==> src/rtl/pixel_comp_pkg.sv <==
// pixel_comp_pkg: shared colours, scroll state encoding and pipeline depth for pixel_compositor.
package pixel_comp_pkg;
    localparam logic [11:0] DEF_CHAR_COLOR     = 12'h000;
    localparam logic [11:0] DEF_OBSTACLE_COLOR = 12'h000;
    localparam logic [11:0] DEF_BG_COLOR       = 12'hFFF;
    localparam int PIPE_LATENCY = 3;
    typedef enum logic {S_IDLE, S_SCROLL} scroll_state_t;
endpackage

==> src/rtl/span_hit.sv <==
// span_hit: unsigned box test (px,py) in [ox,ox+w) x [oy,oy+h).
module span_hit #(
    parameter int W = 14
) (
    input  logic [W-1:0] px,
    input  logic [W-1:0] py,
    input  logic [W-1:0] ox,
    input  logic [W-1:0] oy,
    input  logic [W-1:0] w,
    input  logic [W-1:0] h,
    output logic         hit
);
    logic [W:0] dx, dy;
    // A point left of / above the box wraps to a huge difference and misses.
    always_comb begin
        dx  = {1'b0, px} - {1'b0, ox};
        dy  = {1'b0, py} - {1'b0, oy};
        hit = (dx < {1'b0, w}) && (dy < {1'b0, h});
    end
endmodule

==> src/rtl/pixel_compositor.sv <==
// pixel_compositor: 3-stage scan-to-pixel pipeline with per-frame shadowed scene, camera and collision flag.
// PIXEL_COMPOSITOR_SMOOTH_SCROLL_EN enables stepped camera scrolling and scroll_busy.
module pixel_compositor
    import pixel_comp_pkg::*;
#(
    parameter int OBSTACLE_NUM    = 10,
    parameter int PHY_WIDTH       = 14,
    parameter int SCREEN_WIDTH    = 10,
    parameter int PIXEL_WIDTH     = 12,
    parameter int BLOCK_LEN_WIDTH = 4,
    parameter int CAM_WIDTH       = 5,
    parameter int BLOCK_WIDTH     = 480,
    parameter int CHAR_WIDTH_X    = 32,
    parameter int CHAR_WIDTH_Y    = 32,
    parameter int OBSTACLE_WIDTH  = 10,
    parameter int MAP_X_OFFSET    = 120,
    parameter int MAP_WIDTH_X     = 480,
    parameter int SCROLL_STEP     = 160,
    parameter logic [PIXEL_WIDTH-1:0] CHAR_COLOR     = PIXEL_WIDTH'(DEF_CHAR_COLOR),
    parameter logic [PIXEL_WIDTH-1:0] OBSTACLE_COLOR = PIXEL_WIDTH'(DEF_OBSTACLE_COLOR),
    parameter logic [PIXEL_WIDTH-1:0] BG_COLOR       = PIXEL_WIDTH'(DEF_BG_COLOR)
) (
    input  logic                                  sys_clk,
    input  logic                                  sys_rst_n,
    input  logic                                  pix_tick,
    input  logic                                  frame_start,
    input  logic                                  video_on,
    input  logic [1:0]                            sync_in,
    input  logic [SCREEN_WIDTH-1:0]               x,
    input  logic [SCREEN_WIDTH-1:0]               y,
    input  logic [CAM_WIDTH-1:0]                  camera_y,
    input  logic [PHY_WIDTH-1:0]                  char_abs_x,
    input  logic [PHY_WIDTH-1:0]                  char_abs_y,
    input  logic [OBSTACLE_NUM*PHY_WIDTH-1:0]     obstacle_abs_pos_x,
    input  logic [OBSTACLE_NUM*PHY_WIDTH-1:0]     obstacle_abs_pos_y,
    input  logic [OBSTACLE_NUM*BLOCK_LEN_WIDTH-1:0] obstacle_block_width,
    output logic [PHY_WIDTH-1:0]                  map_x,
    output logic [PHY_WIDTH-1:0]                  map_y,
    input  logic [PIXEL_WIDTH-1:0]                map_rgb,
    output logic [PIXEL_WIDTH-1:0]                rgb,
    output logic [1:0]                            sync_out,
    output logic                                  scroll_busy,
    output logic                                  frame_collision
);
    localparam int PW = PHY_WIDTH;
    localparam int BL = BLOCK_LEN_WIDTH;

    logic [PW-1:0] char_x_s, char_y_s, cam_off, cam_next, target, wy, wx0;
    logic [OBSTACLE_NUM*PW-1:0] obs_x_s, obs_y_s;
    logic [OBSTACLE_NUM*BL-1:0] obs_len_s;
    logic [OBSTACLE_NUM-1:0] obs_hits;
    logic [SCREEN_WIDTH-1:0] x0;
    logic [1:0] sync0, sync1;
    logic vid0, vid1, char_hit, char_hit1, obs_hit1, win1, acc, coll_hit, win;

    always_comb begin
        target   = PW'(32'(camera_y) * BLOCK_WIDTH);
        wy       = PW'(y) + cam_off;
        wx0      = PW'(x0);
        win      = (32'(x0) >= MAP_X_OFFSET) && (32'(x0) < MAP_X_OFFSET + MAP_WIDTH_X);
        coll_hit = pix_tick && vid0 && char_hit && (|obs_hits);
    end

`ifdef PIXEL_COMPOSITOR_SMOOTH_SCROLL_EN
    scroll_state_t state;
    // Move at most one step per frame, landing exactly on the target.
    always_comb
        cam_next = (cam_off < target)
            ? ((target - cam_off > PW'(SCROLL_STEP)) ? cam_off + PW'(SCROLL_STEP) : target)
            : ((cam_off - target > PW'(SCROLL_STEP)) ? cam_off - PW'(SCROLL_STEP) : target);

    always_ff @(posedge sys_clk or negedge sys_rst_n)
        if (!sys_rst_n) begin
            state       <= S_IDLE;
            scroll_busy <= 1'b0;
        end else if (frame_start) begin
            state       <= (cam_next != target) ? S_SCROLL : S_IDLE;
            scroll_busy <= (cam_next != target);
        end
`else
    always_comb cam_next = target;
    assign scroll_busy = 1'b0;
`endif

    always_ff @(posedge sys_clk or negedge sys_rst_n)
        if (!sys_rst_n) begin
            char_x_s  <= '0;
            char_y_s  <= '0;
            obs_x_s   <= '0;
            obs_y_s   <= '0;
            obs_len_s <= '0;
            cam_off   <= '0;
        end else if (frame_start) begin
            char_x_s  <= char_abs_x;
            char_y_s  <= char_abs_y;
            obs_x_s   <= obstacle_abs_pos_x;
            obs_y_s   <= obstacle_abs_pos_y;
            obs_len_s <= obstacle_block_width;
            cam_off   <= cam_next;
        end

    span_hit #(.W(PW)) u_char (
        .px(wx0), .py(map_y), .ox(char_x_s), .oy(char_y_s),
        .w(PW'(CHAR_WIDTH_X)), .h(PW'(CHAR_WIDTH_Y)), .hit(char_hit)
    );

    for (genvar i = 0; i < OBSTACLE_NUM; i++) begin : g_obs
        span_hit #(.W(PW)) u_obs (
            .px(wx0), .py(map_y),
            .ox(obs_x_s[i*PW +: PW]), .oy(obs_y_s[i*PW +: PW]),
            .w(PW'(32'(obs_len_s[i*BL +: BL]) * OBSTACLE_WIDTH)),
            .h(PW'(OBSTACLE_WIDTH)), .hit(obs_hits[i])
        );
    end

    // map_y doubles as the stage-0 world y used by the hit testers.
    always_ff @(posedge sys_clk or negedge sys_rst_n)
        if (!sys_rst_n) begin
            x0        <= '0;
            vid0      <= 1'b0;
            sync0     <= '0;
            map_x     <= '0;
            map_y     <= '0;
            char_hit1 <= 1'b0;
            obs_hit1  <= 1'b0;
            win1      <= 1'b0;
            vid1      <= 1'b0;
            sync1     <= '0;
            rgb       <= '0;
            sync_out  <= '0;
        end else if (pix_tick) begin
            x0        <= x;
            vid0      <= video_on;
            sync0     <= sync_in;
            map_x     <= PW'(x) - PW'(MAP_X_OFFSET);
            map_y     <= wy;
            char_hit1 <= char_hit;
            obs_hit1  <= |obs_hits;
            win1      <= win;
            vid1      <= vid0;
            sync1     <= sync0;
            rgb       <= !vid1 ? '0 : char_hit1 ? CHAR_COLOR : obs_hit1 ? OBSTACLE_COLOR :
                         win1 ? map_rgb : BG_COLOR;
            sync_out  <= sync1;
        end

    always_ff @(posedge sys_clk or negedge sys_rst_n)
        if (!sys_rst_n) begin
            acc             <= 1'b0;
            frame_collision <= 1'b0;
        end else if (frame_start) begin
            frame_collision <= acc | coll_hit;
            acc             <= 1'b0;
        end else if (coll_hit) begin
            acc <= 1'b1;
        end
endmodule

==> config.mk <==
export PLATFORM = sky130hd
export DESIGN_NAME = pixel_compositor
export DESIGN_NICKNAME = d
export VERILOG_FILES = /design/src/rtl/pixel_comp_pkg.sv /design/src/rtl/span_hit.sv /design/src/rtl/pixel_compositor.sv
export SDC_FILE = /design/constraint.sdc
export NUM_CORES = 1
export LEC_CHECK = 0
export BUFFER_PORTS_ARGS = -buffer_cell sky130_fd_sc_hd__buf_2
export CORE_UTILIZATION = 35
export CTS_CLUSTER_SIZE = 28
export DETAILED_ROUTE_END_ITERATION = 7
export HOLD_SLACK_MARGIN = 0.02
export SLEW_MARGIN = 5
export SYNTH_ARGS = -nofsm -noshare
export SYNTH_HDL_FRONTEND = slang
export SYNTH_SLANG_ARGS = --single-unit
==> constraint.sdc <==
create_clock -name sys_clk -period 6 [get_ports sys_clk]
set_clock_uncertainty 0.1 [all_clocks]
set_input_delay 0.3 -clock sys_clk [delete_from_list [all_inputs] [get_ports sys_clk]]
set_output_delay 0.3 -clock sys_clk [all_outputs]
set_load 0.1 [all_outputs]
# Word level (Yosys, flattened, before mapping)
# Index checks and enable logic that the tools add are counted.
dict set report word_totals {
  register_bits 420
  latch_bits 0
  ram_bits 0
  romBits 0
  elab_cells 103
  n_memories 0
}
dict set report op_classes {
  addsub 24
  n_mul 11
  div 0
  n_lt_le_gt_ge 24
  n_eq_ne 0
  shifts 0
  n_mux 6
  bitwise_logic 1
  n_reduce_logical 17
}
# op n
set ops {}
lappend ops {{$sub A10 B14 Y15} 11}
lappend ops {{$sub A14 B14 Y15} 11}
lappend ops {{$lt A15 B4 Y1 const B} 10}
lappend ops {{$lt A15 B8 Y1} 10}
lappend ops {{$mul A4 B3 Y7 const B} 10}
lappend ops {{$mux W12} 4}
lappend ops {{$lt A15 B6 Y1 const B} 2}
lappend ops {{$logic_and A1 B1 Y1} 15}
lappend ops {{$add A10 B14 Y14} 1}
lappend ops {{$sub A10 B7 Y11 const B} 1}
lappend ops {{$ge A10 B7 Y1 const B} 1}
lappend ops {{$lt A10 B10 Y1 const B} 1}
lappend ops {{$reduce_or A10 Y1} 1}
lappend ops {{$mul A5 B4 Y9 const B} 1}
lappend ops {{$mux W1} 2}
lappend ops {{$reduce_bool A2 Y1} 1}
lappend ops {{$or A1 B1 Y1} 1}

# Longest topological paths before layout
dict set report logic_depth {
  ltp_word 7
  ltp_mapped 20
}

# Hierarchy
# Synthesis repeated with hierarchy kept, for this count alone.
dict set report hier_totals {
  hier_cells 4381
  hier_area_um2 40092.2
}
# module instances cells_per_inst area_each_um2 seq_area_each_um2
set modules_own_cells {}
lappend modules_own_cells {pixel_compositor 1 1143 17255.3 10359.9}
lappend modules_own_cells {{span_hit (g_obs[0].u_obs ...)} 4 300 2124.5 0.0}
lappend modules_own_cells {{span_hit (g_obs[6].u_obs ...)} 4 297 2067.0 0.0}
lappend modules_own_cells {{span_hit (g_obs[2].u_obs)} 1 291 2067.0 0.0}
lappend modules_own_cells {{span_hit (u_char)} 1 285 2052.0 0.0}
lappend modules_own_cells {{span_hit (g_obs[1].u_obs)} 1 274 1951.9 0.0}

# Least setup slack after synthesis
# OpenSTA, ideal clock, no wires.
dict set report synth_path {
  path_type {register -> register}
  from {register map_y[1]}
  to {register acc}
  setup_time_ps 81
  t_arrival_ps 4337
  t_required_ps 5819
  slack_ps 1482
  stages_incl_launch_ff 13
  path_cell_list {dfrtp_1 inv_1 fa_1 nand2b_1 a211oi_1 o21ai_0 a2111o_1 or4_1 nor4_1 a32oi_1 nand4_1 nor2_1 nor3_2}
}
dict set report synth_via {
  elab_chain_len 6
  word_cells_on_any_way 37
  classes_between {add/sub: 11; order compare: 11; reduce/logical: 15}
}
# element line_no
set synth_lines {}
lappend synth_lines {{start: declaration} pixel_compositor.sv:38} ;# output logic [PHY_WIDTH-1:0] map_y,
lappend synth_lines {{start signal: assignment} pixel_compositor.sv:136} ;# map_y <= wy;
lappend synth_lines {{$sub A14 B14 Y15} span_hit.sv:17} ;# dy = {1'b0, py} - {1'b0, oy};
lappend synth_lines {{$lt A15 B4 Y1 / $lt A15 B6 Y1 (equally long branches)} span_hit.sv:18} ;# hit = (dx < {1'b0, w}) && (dy < {1'b0, h});
lappend synth_lines {{$logic_and A1 B1 Y1} span_hit.sv:18}
lappend synth_lines {{$reduce_or A10 Y1 / $logic_and A1 B1 Y1 (equally long branches)} pixel_compositor.sv:61} ;# coll_hit = pix_tick && vid0 && char_hit && (|obs_hits);
lappend synth_lines {{$logic_and A1 B1 Y1 *} pixel_compositor.sv:61}
lappend synth_lines {{$reduce_bool A2 Y1 (no source line) *} -}
lappend synth_lines {{end signal: assignment} pixel_compositor.sv:149} ;# acc <= 1'b0;
lappend synth_lines {{end signal: assignment} pixel_compositor.sv:153} ;# acc <= 1'b0;
lappend synth_lines {{end signal: assignment} pixel_compositor.sv:155} ;# acc <= 1'b1;
lappend synth_lines {{end: declaration} pixel_compositor.sv:54} ;# logic vid0, vid1, char_hit, char_hit1, obs_hit1, win1, acc, coll_hit, win;
# Every way passes the cells marked *; elsewhere a longest branch is shown, timed or not.
# A chain may end at the register's enable or synchronous reset.

==> key figures <==
Run status
  • Status: finished clean

GRT
  • Initial antenna violation count: 8
  • Gr usage total: 0.244
  • Total grt overflow: 0
  • Vias in the first global route: 27972
  • First-pass GRT wire length: between 150000 and 200000 microns
  • Largest net degree at the start of global routing: between 200 and 250

Worst setup path
  • Critical path, cell by cell: inv_1 > fa_1 > nor2b_1 > o2111ai_1 > and4b_1 > xnor2_1 > ha_1 > a211o_1 > a2111oi_0 > o2111ai_1 > a2111oi_0 > o2111ai_1 > nor4_1 > a32oi_1 > nand4_1 > nor2_1 > nor3_2
  • Crit-path max cell delay: between 600 and 700 ps
  • R2R setup slack: 860 ps
  • Reg2reg end: acc$_DFFE_PN0P_
  • CP delay by family, top: compound AO/OA/AOI/OAI gates
  • R2r startpoint: map_x[1]$_DFFE_PN0P_
  • CP Max Fanout: 9
  • WS Path Type: reg -> reg
  • Startpoint Class: register
  • CP Buf/Inv Count: 1
  • CP most frequent cell: o2111ai_1
  • Critical path arrival: 5560 ps
  • Cells on worst reg2reg path: 17
  • Critical Path RT: 6420 ps
  • CP endpoint kind: register
  • Slowest cell on crit path: fa_1

Timing
  • TNS Setup: 0 ps
  • Final hold violation count: 0
  • Fin crit share: 0.857
  • Rel. slew slack: 0.192
  • Final setup violation count: 0
  • Worst slew pin tran: 1200 ps
  • Fmax achieved: 195 MHz
  • Tmin final: 5140 ps
  • RSZ-0062 raised after global routing: no
  • Final Max Tran Viols: 0

Yosys
  • Yosys warns: 0
  • Avg Cell Area, Syn: 8.87 sq um
  • Post-Syn Area: roughly 31000 sq um
  • Biggest area consumer among synthesized cells: dfrtp_1
  • Synth Instances: 3484
  • Async SR Flop Fraction: 1.00
  • EDFF count, synth: 0
  • Ys flop type: dfrtp_1
  • Post-synth top area share: 0.335
  • Top post-synthesis cells by area: dfrtp_1 34%, ha_1 15%, o21ai_0 6.0%
  • Library cells used by synthesis: 93
  • Number of synthesized register bits: 414
  • Register area share after synthesis: 0.335
  • Post-synth net total: 4274

Cells and area
  • Nets: 5070
  • Post-route cell area: 40000 sq um
  • Final core occ: 0.459
  • Area Growth Syn to Fin: 29.5%
  • Share of cells above drive strength 1: 0.166
  • Multi-input gate area in the final layout: around 19000 sq um
  • Register Area: 10400 sq um
  • Filler cell count: 8340

Clock network
  • CTS Buffer Depth: 3
  • Total CTS buffers: 52
  • Clock Sinks: between 400 and 500
  • CTS tree: yes
  • Root buf cell: clkbuf_16
  • Post-CTS Resized: 0
  • H-Tree Level Count: 2
  • Clk slew on worst S/H paths: 60 ps
  • Clk_lat worst skew: 620 ps

Worst hold path
  • Hold Crit Class: in -> reg
  • WHS Endpoint: obs_x_s[36]$_DFFE_PN0P_
  • Hold-critical path depth: 3
  • Worst min-delay path startpoint: frame_start

Detailed routing
  • Vias per inst: about 5.2
  • Drt total wl: 111000 microns
  • DRT Pass-1 Iters: 5
  • Routed WL per cell: 20.3 microns
  • Iter 0 DRT Violations: 2122
  • Detail Route Antenna Nets: 0
  • # DRC: 0
  • Vias: about 29000

Floorplan
  • Die area: slightly below 90000 sq um
  • Initial Util: 0.355
  • Core region area: 87200 sq um
  • Die H: 299 microns
  • Die width: about 300 microns
  • IO Pins: 436
  • FP Rows: 108

Placed design
  • I/O Buffers: approximately 430
  • Post-DP Area: 34400 sq um
  • Routability Congestion: 0.914
  • Dpl hpwl: ~80000 microns

Power
  • Worst vdd ir: 194 uV
  • Static leakage: between 15 and 20 nW
  • PD cells: 335 nW/um^2

Run
  • Max cap viols: 0
[cell families after synthesis]
logic type      after synthesis  synth area share
compound gates              999             0.203
simple gates                892             0.139
buf+inv                     498            0.0616
flops                       414             0.335
fa+ha+maj                   398             0.170
xor+xnor                    141            0.0400
mux                         141            0.0507
other cells                   1          0.000121
[area by class of cell]
cell class,count,area share
multi-input cells,2572,0.466
inverters,391,0.0367
clock buffers,73,0.0370
well taps,1155,0.0361
clock inverters,24,0.00716
flip-flops and latches,414,0.259
diodes,2,0.000125
repair buffers,849,0.158
[cells in the mapped netlist, types with 27 or more instances]
cell type and count:
nor2_1 149, nand2b_1 28, a21o_1 81, xor2_1 67, clkbuf_1 93, o21ai_0 368
fa_1 38, inv_1 390, nor2b_1 66, nand3_1 42, mux2_2 125, dfrtp_1 414
nand2_1 387, xnor2_1 74, a21oi_1 190, a31oi_1 29, ha_1 360, a211oi_1 29
nand4_1 28, o21a_1 34, nor3_1 40, and3_1 27
[through the flow]
stage / instances / power, W / setup slack (ps) / hold slack, ps
floorplan: 3484 / 0.00805 / 1480 / -95.6
global placement: 5000 / 0.00988 / 980 / 259
detailed placement: 5000 / 0.00990 / 860 / 259
CTS: 5478 / 0.0134 / 813 / 38.1
global route: 5479 / 0.0143 / 380 / 77.6
finish: 5480 / 0.0134 / 861 / 57.9
[state kept, by name (all words and copies together), names as in the netlist]
register and cells:
acc 1, x0 7, char_hit1 1, cam_off 9, frame_collision 1, obs_hit1 1
rgb 12, obs_y_s 140, vid0 1, map_y 14, sync_out 2, win1 1
sync1 2, sync0 2, map_x 11, char_x_s 14, obs_len_s 40, vid1 1
obs_x_s 140, char_y_s 14
[what timing repair did]
item | in CTS | in global routing
hold buffers | 381 | 0
hold endpoints to repair | 469 | 0
setup buffers | 0 | 0
[worst min-delay path: cells and delay by family]
family,cells,cell delay (ps)
AOI/OAI and AO/OA,1,60
buffers and inverters,1,230
and+or+nand+nor,1,110
[report_power, final]
part / leakage (nW) / switching [W] / internal, W
combinational: 13.2 / 0.00410 / 0.00269
clock: 0.845 / 0.00134 / 0.00190
sequential: 4.98 / 0.000280 / 0.00309
total: 19.0 / 0.00572 / 0.00769
[worst max-delay path by stage]
| stage | start | endpoint | slack [ps] | cells after the start |
|---|---|---|---|---|
| after CTS | map_x[1]$_DFFE_PN0P_ | acc$_DFFE_PN0P_ | 810 | 17 |
| final | map_x[1]$_DFFE_PN0P_ | acc$_DFFE_PN0P_ | 860 | 17 |
| after global placement | map_x[1]$_DFFE_PN0P_ | acc$_DFFE_PN0P_ | 980 | 17 |
| after global routing | map_x[1]$_DFFE_PN0P_ | acc$_DFFE_PN0P_ | 380 | 17 |
| after detailed placement | map_x[1]$_DFFE_PN0P_ | acc$_DFFE_PN0P_ | 860 | 17 |
| after floorplan | map_y[1]$_DFFE_PN0P_ | acc$_DFFE_PN0P_ | 1480 | 12 |
[cells in the final DEF, fill, tap and decap left out, types with 12 or more instances in the layout]
cell           synthesis  final
nor2b_1               66     66
o22ai_1               23     23
buf_2                  3    432
a22oi_1               12     12
nor3_1                40     40
inv_1                390    390
and3_1                27     27
o21a_1                34     34
o2111ai_1             23     23
a21o_1                81     81
nor4_1                18     18
a21oi_1              190    190
o211ai_1              16     16
nand2_1              387    387
dlygate4sd3_1          0    381
nand3b_1              12     12
mux2i_1               16     16
o21ai_1               21     21
o21ai_0              368    368
xnor2_1               74     74
o21bai_1              13     13
clkbuf_16              0     52
a31oi_1               29     29
or3_1                 17     17
a21boi_0              13     13
a211oi_1              29     29
nand4_1               28     28
a2111oi_0             19     19
nand2b_1              28     28
or4_1                 12     12
nand3_1               42     42
fa_1                  38     38
buf_4                  8     28
nor2_1               149    149
dfrtp_1              414    412
xor2_1                67     67
ha_1                 360    360
mux2_2               125    125
[metal layers]
| metal | up-vias | global-route usage | share of wire |
|---|---|---|---|
| met2 | 870 | 0.390 | 0.45 |
| li1 | 13938 | - | - |
| met1 | 13547 | 0.333 | 0.45 |
| met4 | 4 | 0.0985 | 0.043 |
| met3 | 214 | 0.0303 | 0.050 |
| met5 | - | 0 | 0.00024 |
Power figures use the tool's default switching activity.
